`config.mk`:
```
export PLATFORM = sky130hd
export DESIGN_NAME = pipelined_control_unit_flat
export DESIGN_NICKNAME = d
export VERILOG_FILES = /design/src/rtl/pipelined_control_unit_pkg.sv /design/src/rtl/pipelined_control_unit_if.sv /design/src/rtl/pipelined_control_unit_decode.sv /design/src/rtl/pipelined_control_unit.sv /design/src/flat_wrapper.sv
export SDC_FILE = /design/constraint.sdc
export NUM_CORES = 1
export LEC_CHECK = 0
export CAP_MARGIN = 15
export CORE_ASPECT_RATIO = 0.8
export CORE_UTILIZATION = 46
export DETAILED_ROUTE_END_ITERATION = 16
export GPL_ROUTABILITY_DRIVEN = 0
export PLACE_DENSITY = 0.82
export SLEW_MARGIN = 10
export SYNTH_ARGS = -nofsm -noshare
export SYNTH_HDL_FRONTEND = slang
export SYNTH_SLANG_ARGS = --single-unit
```
`constraint.sdc`:
```
create_clock -name clk -period 5.6 [get_ports clk]
set_clock_uncertainty 0.2 [all_clocks]
set_input_delay 1.68 -clock clk [delete_from_list [all_inputs] [get_ports clk]]
set_output_delay 1.68 -clock clk [all_outputs]
set_load 0.1 [all_outputs]
```
`src/rtl/pipelined_control_unit_pkg.sv`:
```
// Shared types and constants for the pipelined RV32I control and hazard unit.
package control_pkg;

    // Control bundle carried from Decode down to Writeback.
    typedef struct packed {
        logic       valid;
        logic [1:0] branch;
        logic [2:0] imm_src;
        logic       alu_src;
        logic [1:0] result_src;
        logic       reg_write;
        logic       mem_write;
        logic       mem_read;
        logic [1:0] alu_op;
    } ctrl_t;

    localparam ctrl_t CTRL_BUBBLE = '0;

    // RV32I major opcodes understood by the decoder.
    localparam logic [6:0] OP_R     = 7'b0110011;
    localparam logic [6:0] OP_B     = 7'b1100011;
    localparam logic [6:0] OP_I     = 7'b0010011;
    localparam logic [6:0] OP_LOAD  = 7'b0000011;
    localparam logic [6:0] OP_STORE = 7'b0100011;
    localparam logic [6:0] OP_JAL   = 7'b1101111;
    localparam logic [6:0] OP_LUI   = 7'b0110111;
    localparam logic [6:0] OP_JALR  = 7'b1100111;

    // Operand forwarding selects for the Execute-stage ALU inputs.
    localparam logic [1:0] FWD_RF  = 2'b00;
    localparam logic [1:0] FWD_WB  = 2'b01;
    localparam logic [1:0] FWD_MEM = 2'b10;

    // Builds a valid bundle with arguments in decode-table column order.
    function automatic ctrl_t mk_ctrl(
        input logic [1:0] alu_op,
        input logic       alu_src,
        input logic [1:0] result_src,
        input logic       reg_write,
        input logic       mem_write,
        input logic [2:0] imm_src,
        input logic [1:0] branch,
        input logic       mem_read
    );
        ctrl_t c;
        c.valid      = 1'b1;
        c.branch     = branch;
        c.imm_src    = imm_src;
        c.alu_src    = alu_src;
        c.result_src = result_src;
        c.reg_write  = reg_write;
        c.mem_write  = mem_write;
        c.mem_read   = mem_read;
        c.alu_op     = alu_op;
        return c;
    endfunction

endpackage

```
`src/rtl/pipelined_control_unit_if.sv`:
```
// Bundle between the datapath (master) and the control/hazard unit (slave).
interface pipelined_control_unit_if #(
    parameter int REG_AW = 5
);
    import control_pkg::*;

    logic [31:0]       instr_d;
    logic              pc_src_e;
    logic              hold;
    ctrl_t             ctrl_d;
    ctrl_t             ctrl_e;
    ctrl_t             ctrl_m;
    ctrl_t             ctrl_w;
    logic [REG_AW-1:0] rd_e;
    logic [REG_AW-1:0] rd_m;
    logic [REG_AW-1:0] rd_w;
    logic              stall_f;
    logic              stall_d;
    logic              flush_d;
    logic [1:0]        forward_a_e;
    logic [1:0]        forward_b_e;
    logic              illegal_d;

    modport master (
        output instr_d, pc_src_e, hold,
        input  ctrl_d, ctrl_e, ctrl_m, ctrl_w, rd_e, rd_m, rd_w,
               stall_f, stall_d, flush_d, forward_a_e, forward_b_e, illegal_d
    );

    modport slave (
        input  instr_d, pc_src_e, hold,
        output ctrl_d, ctrl_e, ctrl_m, ctrl_w, rd_e, rd_m, rd_w,
               stall_f, stall_d, flush_d, forward_a_e, forward_b_e, illegal_d
    );
endinterface

```
`src/rtl/pipelined_control_unit_decode.sv`:
```
// Main decoder: opcode -> control bundle, illegal flag and source-use flags.
module control_decode
    import control_pkg::*;
(
    input  logic [6:0] i_opcode,
    output ctrl_t      o_ctrl,
    output logic       o_illegal,
    output logic       o_use_rs1,
    output logic       o_use_rs2
);

    // Table lookup; unknown opcodes fall through to an all-zero bundle.
    always_comb begin
        // NOTE: every output gets a default first so no path leaves one unassigned (no latch).
        o_ctrl    = CTRL_BUBBLE;
        o_illegal = 1'b0;
        o_use_rs1 = 1'b0;
        o_use_rs2 = 1'b0;
        case (i_opcode)
            OP_R: begin
                o_ctrl    = mk_ctrl(2'b10, 1'b0, 2'b01, 1'b1, 1'b0, 3'b000, 2'b00, 1'b0);
                o_use_rs1 = 1'b1;
                o_use_rs2 = 1'b1;
            end
            OP_B: begin
                o_ctrl    = mk_ctrl(2'b01, 1'b0, 2'b00, 1'b0, 1'b0, 3'b010, 2'b01, 1'b0);
                o_use_rs1 = 1'b1;
                o_use_rs2 = 1'b1;
            end
            OP_I: begin
                o_ctrl    = mk_ctrl(2'b00, 1'b1, 2'b01, 1'b1, 1'b0, 3'b000, 2'b00, 1'b0);
                o_use_rs1 = 1'b1;
            end
            OP_LOAD: begin
                o_ctrl    = mk_ctrl(2'b00, 1'b1, 2'b00, 1'b1, 1'b0, 3'b000, 2'b00, 1'b1);
                o_use_rs1 = 1'b1;
            end
            OP_STORE: begin
                o_ctrl    = mk_ctrl(2'b00, 1'b1, 2'b00, 1'b0, 1'b1, 3'b001, 2'b00, 1'b0);
                o_use_rs1 = 1'b1;
                o_use_rs2 = 1'b1;
            end
            OP_JAL: begin
                o_ctrl    = mk_ctrl(2'b11, 1'b1, 2'b10, 1'b1, 1'b0, 3'b011, 2'b10, 1'b0);
            end
            OP_LUI: begin
                o_ctrl    = mk_ctrl(2'b00, 1'b0, 2'b11, 1'b1, 1'b0, 3'b100, 2'b00, 1'b0);
            end
            OP_JALR: begin
                o_ctrl    = mk_ctrl(2'b00, 1'b0, 2'b10, 1'b1, 1'b0, 3'b000, 2'b11, 1'b0);
                o_use_rs1 = 1'b1;
            end
            default: begin
                o_illegal = 1'b1;
            end
        endcase
    end

endmodule

```
`src/rtl/pipelined_control_unit.sv`:
```
// Control and hazard unit: stage bundles, stall/flush generation, forwarding.
module pipelined_control_unit
    import control_pkg::*;
#(
    parameter int REG_AW  = 5,
    parameter bit FWD_EN  = 1'b1,
    parameter bit HOLD_EN = 1'b1
) (
    input logic                     clk,
    input logic                     rst,
    pipelined_control_unit_if.slave bus
);

    ctrl_t             w_ctrl_d;
    logic              w_illegal_d;
    logic              w_use_rs1_d;
    logic              w_use_rs2_d;
    logic [REG_AW-1:0] w_rs1_d;
    logic [REG_AW-1:0] w_rs2_d;
    logic [REG_AW-1:0] w_rd_d;

    ctrl_t             r_ctrl_e;
    ctrl_t             r_ctrl_m;
    ctrl_t             r_ctrl_w;
    logic [REG_AW-1:0] r_rd_e;
    logic [REG_AW-1:0] r_rd_m;
    logic [REG_AW-1:0] r_rd_w;
    logic [REG_AW-1:0] r_rs1_e;
    logic [REG_AW-1:0] r_rs2_e;

    logic w_hit_e;
    logic w_hit_m;
    logic w_load_use;
    logic w_raw_stall;
    logic w_hazard;
    logic w_hold;
    logic w_bubble_e;
    logic w_unused;

    // Register fields resized to the configured address width.
    assign w_rs1_d = REG_AW'(bus.instr_d[19:15]);
    assign w_rs2_d = REG_AW'(bus.instr_d[24:20]);
    assign w_rd_d  = REG_AW'(bus.instr_d[11:7]);

    // funct3/funct7 belong to the ALU decoder, not to this unit.
    assign w_unused = ^{bus.instr_d[31:25], bus.instr_d[14:12]};

    control_decode u_decode (
        .i_opcode  (bus.instr_d[6:0]),
        .o_ctrl    (w_ctrl_d),
        .o_illegal (w_illegal_d),
        .o_use_rs1 (w_use_rs1_d),
        .o_use_rs2 (w_use_rs2_d)
    );

    // A used, non-x0 source that names the given destination.
    function automatic logic src_hit(
        input logic              use_f,
        input logic [REG_AW-1:0] rs,
        input logic [REG_AW-1:0] rd
    );
        return use_f && (rs != '0) && (rs == rd);
    endfunction

    // Forward select for one Execute source; MEM beats WB, x0 never forwards.
    function automatic logic [1:0] fwd_sel(
        input logic [REG_AW-1:0] rs,
        input logic              wr_m,
        input logic [REG_AW-1:0] rd_m,
        input logic              wr_w,
        input logic [REG_AW-1:0] rd_w
    );
        if (rs == '0)               return FWD_RF;
        if (wr_m && (rd_m == rs))   return FWD_MEM;
        if (wr_w && (rd_w == rs))   return FWD_WB;
        return FWD_RF;
    endfunction

    assign w_hit_e = src_hit(w_use_rs1_d, w_rs1_d, r_rd_e) | src_hit(w_use_rs2_d, w_rs2_d, r_rd_e);
    assign w_hit_m = src_hit(w_use_rs1_d, w_rs1_d, r_rd_m) | src_hit(w_use_rs2_d, w_rs2_d, r_rd_m);

    // A load in Execute cannot forward its data in time, whatever the mode.
    assign w_load_use = r_ctrl_e.valid & r_ctrl_e.mem_read & w_hit_e;

    // Without forwarding, any in-flight writer in E or M blocks the consumer.
    assign w_raw_stall = FWD_EN ? 1'b0
                       : ((r_ctrl_e.valid & r_ctrl_e.reg_write & w_hit_e) |
                          (r_ctrl_m.valid & r_ctrl_m.reg_write & w_hit_m));

    assign w_hazard   = w_load_use | w_raw_stall;
    assign w_hold     = HOLD_EN ? bus.hold : 1'b0;
    assign w_bubble_e = w_hazard | bus.pc_src_e;

    // Hold freezes everything; a taken branch overrides a hazard stall.
    assign bus.stall_f = w_hold | (w_hazard & ~bus.pc_src_e);
    assign bus.stall_d = bus.stall_f;
    assign bus.flush_d = ~w_hold & bus.pc_src_e;

    assign bus.forward_a_e = FWD_EN ? fwd_sel(r_rs1_e, r_ctrl_m.reg_write, r_rd_m,
                                              r_ctrl_w.reg_write, r_rd_w) : FWD_RF;
    assign bus.forward_b_e = FWD_EN ? fwd_sel(r_rs2_e, r_ctrl_m.reg_write, r_rd_m,
                                              r_ctrl_w.reg_write, r_rd_w) : FWD_RF;

    // ID/EX, EX/MEM and MEM/WB stage registers.
    always_ff @(posedge clk) begin
        // NOTE: stage state uses non-blocking assignments so every stage samples the pre-edge value of the one before.
        if (rst) begin
            r_ctrl_e <= CTRL_BUBBLE;
            r_ctrl_m <= CTRL_BUBBLE;
            r_ctrl_w <= CTRL_BUBBLE;
            r_rd_e   <= '0;
            r_rd_m   <= '0;
            r_rd_w   <= '0;
            r_rs1_e  <= '0;
            r_rs2_e  <= '0;
        end else if (!w_hold) begin
            if (w_bubble_e) begin
                r_ctrl_e <= CTRL_BUBBLE;
                r_rd_e   <= '0;
                r_rs1_e  <= '0;
                r_rs2_e  <= '0;
            end else begin
                r_ctrl_e <= w_ctrl_d;
                r_rd_e   <= w_rd_d;
                r_rs1_e  <= w_rs1_d;
                r_rs2_e  <= w_rs2_d;
            end
            r_ctrl_m <= r_ctrl_e;
            r_rd_m   <= r_rd_e;
            r_ctrl_w <= r_ctrl_m;
            r_rd_w   <= r_rd_m;
        end
    end

    assign bus.ctrl_d    = w_ctrl_d;
    assign bus.illegal_d = w_illegal_d;
    assign bus.ctrl_e    = r_ctrl_e;
    assign bus.ctrl_m    = r_ctrl_m;
    assign bus.ctrl_w    = r_ctrl_w;
    assign bus.rd_e      = r_rd_e;
    assign bus.rd_m      = r_rd_m;
    assign bus.rd_w      = r_rd_w;

endmodule

```
`src/flat_wrapper.sv`:
```
// flat-port wrapper written by rule: the top's interface ports become plain ports
module pipelined_control_unit_flat import control_pkg::*;
#(
    parameter int REG_AW  = 5,
    parameter bit FWD_EN  = 1'b1,
    parameter bit HOLD_EN = 1'b1
)
  (clk, rst, bus_instr_d, bus_pc_src_e, bus_hold, bus_ctrl_d, bus_ctrl_e, bus_ctrl_m, bus_ctrl_w, bus_rd_e, bus_rd_m, bus_rd_w, bus_stall_f, bus_stall_d, bus_flush_d, bus_forward_a_e, bus_forward_b_e, bus_illegal_d);
  pipelined_control_unit_if #(.REG_AW(REG_AW)) bus_i ();
  input logic clk;
  input logic rst;
  input wire logic [$bits(bus_i.instr_d)-1:0] bus_instr_d;
  input wire logic [$bits(bus_i.pc_src_e)-1:0] bus_pc_src_e;
  input wire logic [$bits(bus_i.hold)-1:0] bus_hold;
  output wire logic [$bits(bus_i.ctrl_d)-1:0] bus_ctrl_d;
  output wire logic [$bits(bus_i.ctrl_e)-1:0] bus_ctrl_e;
  output wire logic [$bits(bus_i.ctrl_m)-1:0] bus_ctrl_m;
  output wire logic [$bits(bus_i.ctrl_w)-1:0] bus_ctrl_w;
  output wire logic [$bits(bus_i.rd_e)-1:0] bus_rd_e;
  output wire logic [$bits(bus_i.rd_m)-1:0] bus_rd_m;
  output wire logic [$bits(bus_i.rd_w)-1:0] bus_rd_w;
  output wire logic [$bits(bus_i.stall_f)-1:0] bus_stall_f;
  output wire logic [$bits(bus_i.stall_d)-1:0] bus_stall_d;
  output wire logic [$bits(bus_i.flush_d)-1:0] bus_flush_d;
  output wire logic [$bits(bus_i.forward_a_e)-1:0] bus_forward_a_e;
  output wire logic [$bits(bus_i.forward_b_e)-1:0] bus_forward_b_e;
  output wire logic [$bits(bus_i.illegal_d)-1:0] bus_illegal_d;
  assign bus_i.instr_d = bus_instr_d;
  assign bus_i.pc_src_e = bus_pc_src_e;
  assign bus_i.hold = bus_hold;
  assign bus_ctrl_d = bus_i.ctrl_d;
  assign bus_ctrl_e = bus_i.ctrl_e;
  assign bus_ctrl_m = bus_i.ctrl_m;
  assign bus_ctrl_w = bus_i.ctrl_w;
  assign bus_rd_e = bus_i.rd_e;
  assign bus_rd_m = bus_i.rd_m;
  assign bus_rd_w = bus_i.rd_w;
  assign bus_stall_f = bus_i.stall_f;
  assign bus_stall_d = bus_i.stall_d;
  assign bus_flush_d = bus_i.flush_d;
  assign bus_forward_a_e = bus_i.forward_a_e;
  assign bus_forward_b_e = bus_i.forward_b_e;
  assign bus_illegal_d = bus_i.illegal_d;
  pipelined_control_unit #(.REG_AW(REG_AW), .FWD_EN(FWD_EN), .HOLD_EN(HOLD_EN)) u_core (.clk(clk), .rst(rst), .bus(bus_i));
endmodule
```
-- After elaboration in Yosys (flattened, before gate mapping)
Index checks and enable logic that the tools add are counted.
- bits in registers: 67
- bits in latches: 0
- memory bits (writable): 0
- memory bits (read-only): 0
- input bits: 36
- output and inout port bits: 79
- logic and storage cells: 102
- memories: 0
- $add $sub $neg: 0
- $mul: 0
- div/mod/pow operators: 0
- magnitude comparators: 0
- eq/ne operators: 14
- shift-type cells: 0
- multiplexer cells: 32
- bitwise gates (word level): 9
- reductions and logical operators: 15
- operator list (kind ; number):
    case mux 14 bit (8 select lines) ; 1
    == test 5 bit ; 6
    two-way mux 2 bit ; 12
    == test 7 x 6 -> 1 bit, second input constant ; 3
    == test 7 bit, second input constant ; 3
    two-way mux 1 bit ; 15
    two-way mux 5 bit ; 3
    two-way mux 14 bit ; 1
    logical NOT 5 bit ; 2
    nonzero test 5 bit ; 2
    logical AND 1 bit ; 8
    OR reduction 8 bit ; 1
    == test 7 x 2 -> 1 bit, second input constant ; 1
    == test 7 x 5 -> 1 bit, second input constant ; 1
    OR reduction 6 bit ; 1
    bitwise AND 1 bit ; 4
    OR 1 bit ; 3
    OR reduction 3 bit ; 1
    NOT 1 bit ; 2

-- Longest topological paths before layout
Gate-level depths: netlist of the first run.
- depth in word-level cells: 9
- depth in mapped cells: 7
- gate-level depth less buffers: 5

-- By module
Synthesis of the first run repeated with hierarchy kept, for this count alone.
- cell total of the unflattened synthesis: 300
- area, all modules: 2930.3 sq um
- modules (own cells, without submodules) (module ; times used ; cells an instance ; area an instance (sq um) ; seq. area each (sq um)):
    pipelined_control_unit ; 1 ; 252 ; 2647.5 ; 1341.3
    control_decode ; 1 ; 48 ; 282.8 ; 0.0

-- Worst setup path before layout of the first run
No wires, ideal clock.
- path kind: input to output
- from: input bus_instr_d[6]
- to: output bus_ctrl_d[2]
- arrival: 5.177 ns
- required time: 3.720 ns
- path slack: -1.457 ns
- stages on the path: 3
- buffers on the path: 1
- cells stage by stage: clkbuf_1 -> or3_1 -> nor4_1
- cells in the longest elaborated chain, start to end: 2
- elaborated cells on any way between the ends: 9
- classes of those cells: eq/ne: 8; mux: 1
- ends and longest elaborated chain (element ; line ; RTL):
    start, declared ; flat_wrapper.sv:12 ; input wire logic [$bits(bus_i.instr_d)-1:0] bus_instr_d;
    == test 7 bit (tied with other cells) ; pipelined_control_unit_decode.sv:19 ; case (i_opcode)
    case mux 14 bit (8 select lines) (*) ; pipelined_control_unit_decode.sv:19 ;
    end, declared ; flat_wrapper.sv:15 ; output wire logic [$bits(bus_i.ctrl_d)-1:0] bus_ctrl_d;
Mark *: on every way between the ends. The rest lies on a longest branch, timed or not.

-- Worst setup path after layout of the first run
- from: input bus_instr_d[5]
- to: output bus_stall_f
- cells in the longest elaborated chain, start to end: 9
- elaborated cells on any way between the ends: 18
- classes of those cells: eq/ne: 6; mux: 2; bitwise: 4; reduce/logical: 6
- ends and longest elaborated chain (element ; line ; RTL):
    == test 7 x 6 -> 1 bit (tied with other cells) ; pipelined_control_unit_decode.sv:19 ;
    OR reduction 6 bit (no line) or OR reduction 3 bit (tied branches) ; - ;
    two-way mux 1 bit ; pipelined_control_unit_decode.sv:19 ;
    logical AND 1 bit (2 in series) ; pipelined_control_unit.sv:62 ; return use_f && (rs != '0) && (rs == rd);
    OR 1 bit (*) ; pipelined_control_unit.sv:79 ; assign w_hit_e = src_hit(w_use_rs1_d, w_rs1_d, r_rd_e) | src_hit(w_use_rs2_d, w_rs2_d, r_rd_e);
    bitwise AND 1 bit (*) ; pipelined_control_unit.sv:83 ; assign w_load_use = r_ctrl_e.valid & r_ctrl_e.mem_read & w_hit_e;
    bitwise AND 1 bit (*) ; pipelined_control_unit.sv:95 ; assign bus.stall_f = w_hold | (w_hazard & ~bus.pc_src_e);
    OR 1 bit (*) ; pipelined_control_unit.sv:95 ;
    end, declared ; flat_wrapper.sv:22 ; output wire logic [$bits(bus_i.stall_f)-1:0] bus_stall_f;
Marks and branches as above.

==> results.toml, run 1 <==
[final_layout]
area.sequential_um2 = 1280
nets = 429
multiInputGateArea_um2 = 1510
num_antenna_cells = 0
fillers = 421
final_cells = 478
layout-drive-gt1-share = 0.149
area_delta_synth_final_pct = 53.8

[clocking]
post_cts_resized = 0
ctsHoldBuffers = 0
cts.reportedPaths.clkPinSlew_ns = 0.07
clockRootBuffer = "clkbuf_8"
cts-buffers-inserted = 9
insertion_delay_ns = 0.33
htree_levels = 3
tritoncts = "yes"
postCtsSetupBuffers = 0
cts.sinks = 64
clk_path_buf_depth = 2

[hold_path]
hold_path_class = "flop to flop"
hold_depth = 2
min_from = "u_core.bus.ctrl_w[2]"
hold_end = "u_core.bus.ctrl_w[2]"

[sta]
fin_crit_sh = 0.983
hold_violations = 0
max_freq_mhz = 182
fin_crit_ns = 5.51
setup_tns_ns = 0
hold_ws_ns = 0.292
setup_ws_ns = 0.0924
setup_viol = 0
tightestPinTransition_ns = 1.09
relSlewSlack = 0.272
drv_slew = 0

[routing]
post-route-drc-count = 0
drtPass1Iterations = 4
detail_route.wl_per_cell_um = 16.1
ant_nets = 0
wirelength_mm = 7.72
drtIter0Drc = 92
dr_total_vias = 2545
viasPerCell = 5.32

[pwr]
intPower_uw = 766
switchingPower_uw = 276
p_leak_nw = 1.76
pwr-share-comb = 0.147
p_total_mw = 1.04
swShare = 0.264
power.density_nw_per_um2 = 238
p_seq_frac = 0.452
ir_drop_v = 0.000145
p_clk_frac = 0.401

[worst_setup_path]
path_max_fanout = 2
crit_path_start_kind = "input pin"
r2r_slack_ns = 3.13
rr_startpoint = "u_core.bus.rd_e[3]"
worstPathRequired_ns = 3.72
r2r_end = "u_core.r_rs2_e[0]"
crit_type = "input pin to primary output"
reg2regPathDepth = 7
arrival_ns = 3.63
endpoint_kind = "primary output"

[yosys]
yosys_warnings = 0
synth_top_flop_cell = "dfxtp_1"
synth_seq_cells = 64
synth-compound-area-share = 0.114
syn-cell-area_um2 = 2850
synthAdderAreaFrac = 0
synthCells = 290
synth-edff-count = 0
synthSimpleGateAreaFrac = 0.175
synth_top_family_by_area = "simple AND/OR/NAND/NOR gates"
syn_nets = 326
muxShareOfSynthArea = 0.130
seq_area_frac_synth = 0.450
avgSynthCellArea_um2 = 9.82
synthXorXnorAreaFrac = 0.0862
ys_types = 35
async_flop_share = 0

[placement]
placedCellCount = 462
dp_hpwl_mm = 5.66
port_buffers = 104
pre_cts_ws_ns = 0.108

[grt]
overflow = 0
grt_usage = 0.241
first_global_vias = 2458
antenna_found_initial = 0
grt_max_degree = 39
grt_pass1_wl_mm = 12.2

[floorplanning]
dieArea_um2 = 6510
die_h_um = 72.4
initial_core_util = 0.479
fp.dieW_um = 90.0
rows = 25
core_area_um2 = 5940
io_pins = 115

[run]
drv_cap = 0

[outcome]
status = "finished clean"
-- cell type report --
class                           count  area share
Timing Repair Buffer              114       0.292
Sequential cell                    64       0.293
Inverter                            2     0.00171
Tap cell                           81      0.0231
Multi-Input combinational cell    202       0.345
Clock inverter                      4      0.0160
Clock buffer                       11      0.0300
-- power by group through the flow --
stage	logic [mW]	registers, mW	clock network [mW]
floorplan	0.0796	0.500	0
global placement	0.150	0.481	0
detailed placement	0.152	0.481	0
CTS	0.153	0.471	0.423
global route	0.160	0.472	0.444
finish	0.153	0.471	0.418
-- cells in the mapped netlist (2+ instances only) --
master     n  area (um^2)
a21oi_1    5         25.0
buf_6      2         22.5
nor4b_1    2         17.5
xor2_1    14          123
or4_1      2         15.0
inv_1      2         7.51
nor4_1     6         37.5
nor2b_1    5         31.3
nand3_1    4         20.0
buf_1      4         15.0
a32o_1     3         30.0
nor2_1    48          180
clkbuf_1   9         33.8
buf_4      6         45.0
dfxtp_1   64         1280
nor3_1     8         40.0
and2_1     3         18.8
xnor2_1   14          123
nand2b_1   4         25.0
nand2_1    6         22.5
a22o_1    25          219
o21ai_0    3         15.0
mux2i_1   37          370
nand4_1    3         18.8
-- worst max-delay path by stage --
stage,startpoint,endpoint,slack [ns],cells after the start
3_3_place_gp,bus_instr_d[3],bus_stall_f,0.13,7
5_1_grt,bus_instr_d[5],bus_stall_d,-0.01,7
2_1_floorplan,bus_instr_d[6],bus_ctrl_d[2],-0.26,3
6_report,bus_instr_d[5],bus_stall_f,0.09,7
3_5_place_dp,bus_instr_d[3],bus_stall_f,0.11,7
4_1_cts,bus_instr_d[1],bus_stall_f,0.10,7
-- metrics by stage --
stage | instance area, um^2 | utilization
6_report | 4380 | 0.737
5_1_grt | 4380 | 0.737
4_1_cts | 4370 | 0.736
3_5_place_dp | 4170 | 0.702
3_3_place_gp | 4170 | 0.702
2_1_floorplan | 2920 | -
-- cell families after synthesis --
kind of cell	count (synthesis)
AO/OA/AOI/OAI	40
XOR/XNOR	28
buffers and inverters	24
flip-flops	64
multiplexers	37
AND/OR/NAND/NOR	97
-- sequential cells by signal (all words and copies together), names as in the netlist --
name,flops
u_core.r_rs1_e,5
u_core.bus.rd_m,5
u_core.bus.ctrl_e,13
u_core.bus.ctrl_m,13
u_core.r_rs2_e,5
u_core.bus.ctrl_w,13
u_core.bus.rd_w,5
u_core.bus.rd_e,5
-- critical path: stages --
cell and delay, ns:
clkdlybuf4s50_1 0.51, nand3_1 0.12, or4_4 0.56, nor4b_4 0.29
o21bai_1 0.12, nand2b_2 0.14, buf_12 0.18
-- per-layer routing --
layer	vias up	track usage	wire length, um
met5	-	0	0
met4	0	0.0806	79
met3	10	0.0587	409
met2	81	0.376	3450
met1	1228	0.331	3770
li1	1226	-	-
-- layout by cell type (no fill, tap or decap), types with 3 or more instances in the layout --
master           count
clkdlybuf4s50_1     85
dfxtp_1             64
nor2_1              47
mux2i_1             37
a22o_1              25
buf_12              17
xnor2_1             14
xor2_1              14
buf_4               11
clkbuf_8             9
nand2_1              6
nor4_1               5
a21oi_1              4
nor3_2               4
nor2b_1              4
nand3_1              4
nand2b_1             3
and2_1               3
nand4_1              3
nor3_1               3
o21ai_0              3
a32o_1               3
Note: power is estimated with default switching activity, not from simulation.
==> run 2: changes to the inputs <==
==> constraint.sdc (replaced) <==
create_clock -name clk -period 6.7 [get_ports clk]
set_clock_uncertainty 0.2 [all_clocks]
set_input_delay 2.01 -clock clk [delete_from_list [all_inputs] [get_ports clk]]
set_output_delay 2.01 -clock clk [all_outputs]
set_load 0.1 [all_outputs]
==> run 2 against run 1 <==
Final cell count is 0.84% lower. Worst setup slack better by 0.34 ns. Clock power is 23% lower. Routed wire length fell by 3.3%. Global-route usage down 0.67 points. Hold slack better by 0.0036 ns. Die area unchanged. Register-to-register slack gained 1.3 ns. Non-clock buffer count fell by 5. Sequential share of layout area increased by 0.62 points. First-iteration DRC count is 32% higher. Critical endpoint unchanged. Total power shrank 20%.
==> results.toml, run 2 (synthesized netlist as in run 1, its figures left out) <==
[worst_setup_path]
critPathTopFamily = "simple AND/OR/NAND/NOR gates"
crit_path_cell_trace = "clkdlybuf4s50_1, nand3b_1, or4_4, nor4b_4, o21bai_1, nand2b_1, buf_12"
reg2regPathDepth = 6
slowest_delay_ns = 0.55
worstPathRequired_ns = 4.49
crit_path_start_kind = "input pin"
r2r_slack_ns = 4.40
r2r_end = "u_core.r_rs2_e[1]"
endpoint_kind = "primary output"
arrival_ns = 4.06
path_max_fanout = 2
slowest_stage = "or4_4"
rr_startpoint = "u_core.bus.rd_e[1]"
crit_type = "input pin to primary output"
cp_num_buf_inv = 2

[sta]
drv_slew = 0
setup_viol = 0
setup_ws_ns = 0.430
setup_tns_ns = 0
tightestPinTransition_ns = 1.07
rsz0062_at_grt = "false"
fin_crit_sh = 0.936
relSlewSlack = 0.282
hold_violations = 0
fin_crit_ns = 6.27
max_freq_mhz = 159

[clocking]
clockRootBuffer = "clkbuf_8"
post_cts_resized = 0
clk_path_buf_depth = 2
cts-buffers-inserted = 9
tritoncts = "yes"
htree_levels = 3
postCtsSetupBuffers = 0
cts.sinks = 64
insertion_delay_ns = 0.33
cts.reportedPaths.clkPinSlew_ns = 0.07
ctsHoldBuffers = 0

[grt]
met1_usage = 0.324
grt_max_degree = 34
grt_pass1_wl_mm = 11.9
antenna_found_initial = 0
met3_usage = 0.0692
first_global_vias = 2289
overflow = 0
grt_util_met2 = 0.350
grt-busiest-layer = "met2"
grt_usage = 0.234

[final_layout]
num_antenna_cells = 0
nets = 424
fillers = 450
layout-drive-gt1-share = 0.137
area.sequential_um2 = 1280
area_delta_synth_final_pct = 50.6
final_common_cell = "clkdlybuf4s50_1"
final_cell_mix = "clkdlybuf4s50_1 (85), dfxtp_1 (64), nor2_1 (47)"
multiInputGateArea_um2 = 1490

[floorplanning]
initial_core_util = 0.479
core_area_um2 = 5940
io_pins = 115
fp.dieW_um = 90.0
die_h_um = 72.4
rows = 25
dieArea_um2 = 6510

[hold_path]
hold_path_class = "flop to flop"
min_from = "u_core.bus.ctrl_w[8]"
hold_end = "u_core.bus.ctrl_w[8]"
hold_depth = 2

[routing]
post-route-drc-count = 0
dr_total_vias = 2515
ant_nets = 0
drtPass1Iterations = 4
detail_route.wl_per_cell_um = 15.7
wirelength_mm = 7.46
drtIter0Drc = 121
viasPerCell = 5.31

[placement]
pre_cts_ws_ns = 0.453
port_buffers = 104
dp_hpwl_mm = 5.58

[outcome]
status = "finished clean"

[pwr]
ir_drop_v = 0.000134
power.density_nw_per_um2 = 196
p_leak_nw = 1.71

[run]
drv_cap = 0
-- run 2: changes by cell type in the layout (fill, tap and decap cells not counted), moves of 2 or more --
| cell | before | now |
|---|---|---|
| buf_12 | 17 | 15 |
| buf_4 | 11 | 8 |
| clkbuf_1 | 2 | 0 |
| clkinv_4 | 0 | 2 |
| clkinvlp_4 | 0 | 2 |
-- run 2: worst max-delay path by stage --
stage                         end  cells after the start  slack (ns)                from
2_1_floorplan  bus_forward_b_e[0]                      4       0.004  u_core.bus.rd_m[1]
3_3_place_gp          bus_stall_f                      7        0.48      bus_instr_d[1]
3_5_place_dp          bus_stall_d                      7        0.45      bus_instr_d[1]
4_1_cts               bus_stall_d                      7        0.45      bus_instr_d[1]
5_1_grt             bus_ctrl_d[0]                      6        0.35      bus_instr_d[4]
6_report              bus_stall_f                      7        0.43      bus_instr_d[3]
-- run 2: where the power goes --
part / switching, mW / internal (mW) / leakage (nW)
clock: 0.150 / 0.171 / 0.0952
sequential: 0.00766 / 0.385 / 0.517
combinational: 0.0780 / 0.0464 / 1.10
-- run 2: tightest hold or removal path, cell delays in order (launching register included) --
cell and delay [ns]:
dfxtp_1 0.33, mux2i_1 0.07, nor2_1 0.07
-- run 2: cell type report --
cell class | count | share of cell area
multi-input cells | 202 | 0.346
repair buffers | 109 | 0.284
clock buffers | 9 | 0.0289
inverters | 2 | 0.00175
flip-flops and latches | 64 | 0.299
well taps | 81 | 0.0236
clock inverters | 7 | 0.0169
-- run 2: routing by layer --
metal | vias to the layer above | part of all wire
met5 | - | 0
met4 | 0 | 0.016
met3 | 12 | 0.058
met2 | 96 | 0.43
met1 | 1190 | 0.49
li1 | 1217 | -
-- run 2: per-stage QoR --
step            util  area, um^2  cells  hold slack (ns)  total power [mW]
2_1_floorplan      -        2890    290            0.328             0.483
3_3_place_gp   0.688        4090    458            0.275             0.523
3_5_place_dp   0.688        4090    458            0.284             0.525
4_1_cts        0.721        4290    474            0.302             0.845
5_1_grt        0.721        4290    474            0.315             0.872
6_report       0.721        4290    474            0.295             0.838
==> run 3: changes to the inputs <==
--- a/config.mk
+++ b/config.mk
@@ -5,7 +5,6 @@
 export SDC_FILE = /design/constraint.sdc
 export NUM_CORES = 1
 export LEC_CHECK = 0
-export CAP_MARGIN = 15
 export CORE_ASPECT_RATIO = 0.8
 export CORE_UTILIZATION = 46
 export DETAILED_ROUTE_END_ITERATION = 16
==> results of run 3 <==
Final layout, timing and power as in run 2 (identical DEF).
